===== src/rtl/xor_bitwise.sv =====
// xor_bitwise: bitwise XOR of two operands. The result is available
// combinationally on f, and a one-stage registered copy carries valid,
// zero, parity and popcount (Hamming distance) flags for downstream
// compare, difference and checksum logic.
module xor_bitwise #(
    parameter  int WIDTH = 16,
    localparam int CNT_W = $clog2(WIDTH + 1)
) (
    input  logic             clk,
    input  logic             rst,
    input  logic             in_valid,
    input  logic [WIDTH-1:0] a,
    input  logic [WIDTH-1:0] b,
    output logic [WIDTH-1:0] f,
    output logic [WIDTH-1:0] f_q,
    output logic             out_valid,
    output logic             zero_q,
    output logic             parity_q,
    output logic [CNT_W-1:0] ones_q
);

    logic [WIDTH-1:0] w_f;
    logic [CNT_W-1:0] w_ones;
    logic             w_zero;
    logic             w_parity;

    logic [WIDTH-1:0] r_f;
    logic             r_valid;
    logic             r_zero;
    logic             r_parity;
    logic [CNT_W-1:0] r_ones;

    // The XOR path has no clock, reset or valid dependency. X/Z on an
    // input propagates through the native operator, with no masking.
    assign w_f = a ^ b;

    // Flags derived from the live XOR result. The popcount is accumulated
    // at CNT_W bits, which can hold WIDTH, so it never wraps.
    always_comb begin
        w_ones = '0;
        for (int i = 0; i < WIDTH; i++) begin
            w_ones = w_ones + CNT_W'(w_f[i]);
        end
        w_zero   = (w_f == '0);
        w_parity = ^w_f;
    end

    // Output stage. A valid input overwrites the result and the flags.
    // An idle cycle drops out_valid but keeps the last result visible.
    // The asynchronous reset clears the stage immediately, so a capture
    // in the same cycle as reset is lost.
    always_ff @(posedge clk or posedge rst) begin
        if (rst) begin
            r_f      <= '0;
            r_valid  <= 1'b0;
            r_zero   <= 1'b0;
            r_parity <= 1'b0;
            r_ones   <= '0;
        end else begin
            r_valid <= in_valid;
            if (in_valid) begin
                r_f      <= w_f;
                r_zero   <= w_zero;
                r_parity <= w_parity;
                r_ones   <= w_ones;
            end
        end
    end

    assign f         = w_f;
    assign f_q       = r_f;
    assign out_valid = r_valid;
    assign zero_q    = r_zero;
    assign parity_q  = r_parity;
    assign ones_q    = r_ones;

endmodule


===== config.mk =====
export PLATFORM = sky130hd
export DESIGN_NAME = xor_bitwise
export DESIGN_NICKNAME = d
export VERILOG_FILES = /design/src/rtl/xor_bitwise.sv
export SDC_FILE = /design/constraint.sdc
export NUM_CORES = 1
export LEC_CHECK = 0
export BUFFER_PORTS_ARGS = -buffer_cell sky130_fd_sc_hd__buf_2
export CORE_MARGIN = 2
export CORE_UTILIZATION = 45
export DETAILED_ROUTE_END_ITERATION = 12
export GPL_ROUTABILITY_DRIVEN = 0
export GPL_TIMING_DRIVEN = 0
export PLACE_DENSITY = 0.78
export SETUP_SLACK_MARGIN = 0.1
export SYNTH_ARGS = -nofsm -noshare
export SYNTH_HDL_FRONTEND = slang
export SYNTH_SLANG_ARGS = --single-unit

===== constraint.sdc =====
create_clock -name clk -period 1.9 [get_ports clk]
set_clock_uncertainty 0.05 [all_clocks]
set_input_delay 0.19 -clock clk [delete_from_list [all_inputs] [get_ports clk]]
set_output_delay 0.19 -clock clk [all_outputs]
set_load 0.05 [all_outputs]

==> metrics.txt <==
final instance area=2240 sq um; Clock Path Buffers=2; placed cell area=2100 sq um; Yosys reg bits=24; sw frac=47.5%; failing checks=negative setup slack; Worst setup SP type=primary input; global-route wire length before repair=5910 um; multi-input logic area=990 sq um; worst skew pair latency=310 ps; core area=3340 sq um; detailed-route DRC error count=0; final wirelength=3500 um; Worst-Margin Slew=908 ps; PD cells=1330 nW/um^2; total negative slack=-6870 ps; Warnings, synthesis=0; Worst setup EP type=flop; DP Cell Count=274; diodes inserted=0; gr ovfl total=0; largest stage delay on the critical path=560 ps; Psw=1410 uW; Crit-path slowest cell=fa_1; reg2reg start=ones_q[0]$_DFFE_PP0P_; pre-CTS WS=-2030 ps; layout cells sized above 1=46.8%; Syn-to-layout area delta=42.3%; First-pass DRT Iterations=4; R2R setup slack=1090 ps; Wirelength per Cell=12.4 um; Yosys cell types=17; Slew headroom=39.4%; Gate Count Post-Synth=154; CP top delay family=adder cells; Synth Cell Area=1570 sq um; Non-Filler Instances=281; total CTS buffers=3; RSZ-0062 raised after global routing=true; nets=295; Die Wd=63.1 um; Worst Setup SP=b[0]; Detail Route Antenna Nets=0; DR vias=1312; reported max-cap violation count=0; CTS tree=yes; P_int=1560 uW; Die ar.=3980 sq um; Root Driver=clkbuf_4; Clock transition at path regs=120 ps; Syn Area/Cell=10.2 sq um; Post-DP HPWL=2910 um; DIE HEIGHT=63.1 um; FP Rows=21; port bufs=74; Flop pwr share=22.6%; kind of critical path=in2reg; critical path required time=2060 ps; register area share after synthesis=38.2%; cell mode on critical path=fa_1; crit path cell chain=buf_8 > xnor2_4 > inv_4 > fa_1 > inv_2 > fa_1 > fa_1 > inv_2 > fa_1 > ha_4 > inv_2 > fa_2 > xnor2_1 > mux2_4; vias per std cell=4.67; final hold vios=0; initial antenna violation count=0; cell leakage power=0.00115 uW; Ports=75; crit path max fanout=2; fill cell count=308; vias in the first global route=1332; final slew viol count=0; period utilization=181%; H-tree depth=1; outcome=complete, but fails checks; WP data arrival=3600 ps; Hold Path Class=in2async; clk sinks=24; Clk pwr share=7.3%; # setup viols final=5; post-layout util=67.1%; Bufs and invs on worst path=5; GR Util All Layers=18.9%; syn_nets=212; Initial Util=47.1%; Logic pwr share=70.1%; setup ws final=-1540 ps; Starting DRT DRC Count=45; min Tclk post-route=3440 ps; largest net degree at the start of global routing=25; VDD IR-drop max=0.669 mV; FF+latch area=601 sq um; Max Fclk=291 MHz
area by class of cell:
cell class / instances / area share (%)
Tap cell: 46 / 2.57
Clock buffer: 3 / 1.01
Timing Repair Buffer: 78 / 19.0
Inverter: 29 / 5.31
Sequential cell: 24 / 26.8
Multi-Input combinational cell: 96 / 44.2
Buffer: 5 / 1.06
cell usage in the layout, fill, tap and decap left out:
cell type and count:
xnor2_1 16, buf_4 3, mux2_4 3, nor2b_1 1
ha_1 12, dfrtp_1 24, xnor2_2 4, nand4_1 2
fa_1 9, ha_4 1, a21o_1 1, o21ai_1 1
fa_2 1, clkbuf_4 3, dlygate4sd3_1 1, inv_2 5
clkbuf_1 1, o211ai_1 1, a21oi_1 17, buf_6 2
a21oi_2 2, nor2_1 19, inv_1 20, xnor2_4 5
buf_8 1, inv_4 4, buf_2 75, mux2_2 1
cell families (layout without fill, tap and decap cells):
kind of cell	count (synthesis)	after routing	share of synthesized area, %
xor gates and xnor gates	25	25	13.9
DFF	24	24	38.2
and+or+nand+nor	22	22	5.73
AOI/OAI and AO/OA	22	22	7.56
adders and majority gates	23	23	23.1
buffers and inverters	34	115	8.43
muxes	4	4	3.10
worst paths after layout:
path,cells after the start,to
worst min-delay path,2,ones_q[3]$_DFFE_PP0P_
min in group clk,3,f_q[13]$_DFFE_PP0P_
worst max register to register,1,ones_q[0]$_DFFE_PP0P_
worst min register to register,1,ones_q[3]$_DFFE_PP0P_
worst max-delay path,14,ones_q[2]$_DFFE_PP0P_
max in group asynchronous,2,zero_q$_DFFE_PP0P_
state kept, by name, summed over array words and instances (netlist names):
name       count
zero_q         1
parity_q       1
ones_q         5
f_q           16
out_valid      1
power groups by stage:
stage	logic (uW)	clock network (uW)	registers [uW]
global placement	1880	0	681
floorplan	1170	0	1040
global route	2290	246	688
CTS	2100	221	676
detailed placement	1940	0	684
finish	2090	218	673
Yosys cell counts:
master	count	area share (%)
a21o_1	1	0.48
a21oi_1	18	5.7
a21oi_2	1	0.56
buf_2	4	1.3
clkbuf_1	1	0.24
dfrtp_1	24	38
fa_1	10	13
ha_1	13	10
inv_1	29	6.9
mux2_2	3	2.1
mux2_4	1	0.95
nand4_1	2	0.80
nor2_1	19	4.5
nor2b_1	1	0.40
o211ai_1	1	0.48
o21ai_0	1	0.32
xnor2_1	25	14
repair_timing:
item	in CTS	in global routing
endpoints found under the setup margin	5	5
hold buffers	1	0
gates resized for setup	17	3
pin swaps	4	0
setup buffers	3	0
endpoints found under the hold margin	1	0
stage by stage:
step | power (uW) | hold WS, ps
2_1_floorplan | 2210 | 155
3_3_place_gp | 2560 | 260
3_5_place_dp | 2620 | 261
4_1_cts | 3000 | 38.3
5_1_grt | 3220 | 97.8
6_report | 2980 | 8.21
layer usage:
metal / share of wire, % / global-route usage (%) / vias up
met3: 5.4 / 2.68 / 6
met1: 44 / 25.2 / 616
met5: 0 / 0 / -
met4: 1.3 / 5.00 / 0
li1: - / - / 644
met2: 49 / 32.2 / 46
Note: power is estimated with default switching activity, not from simulation.
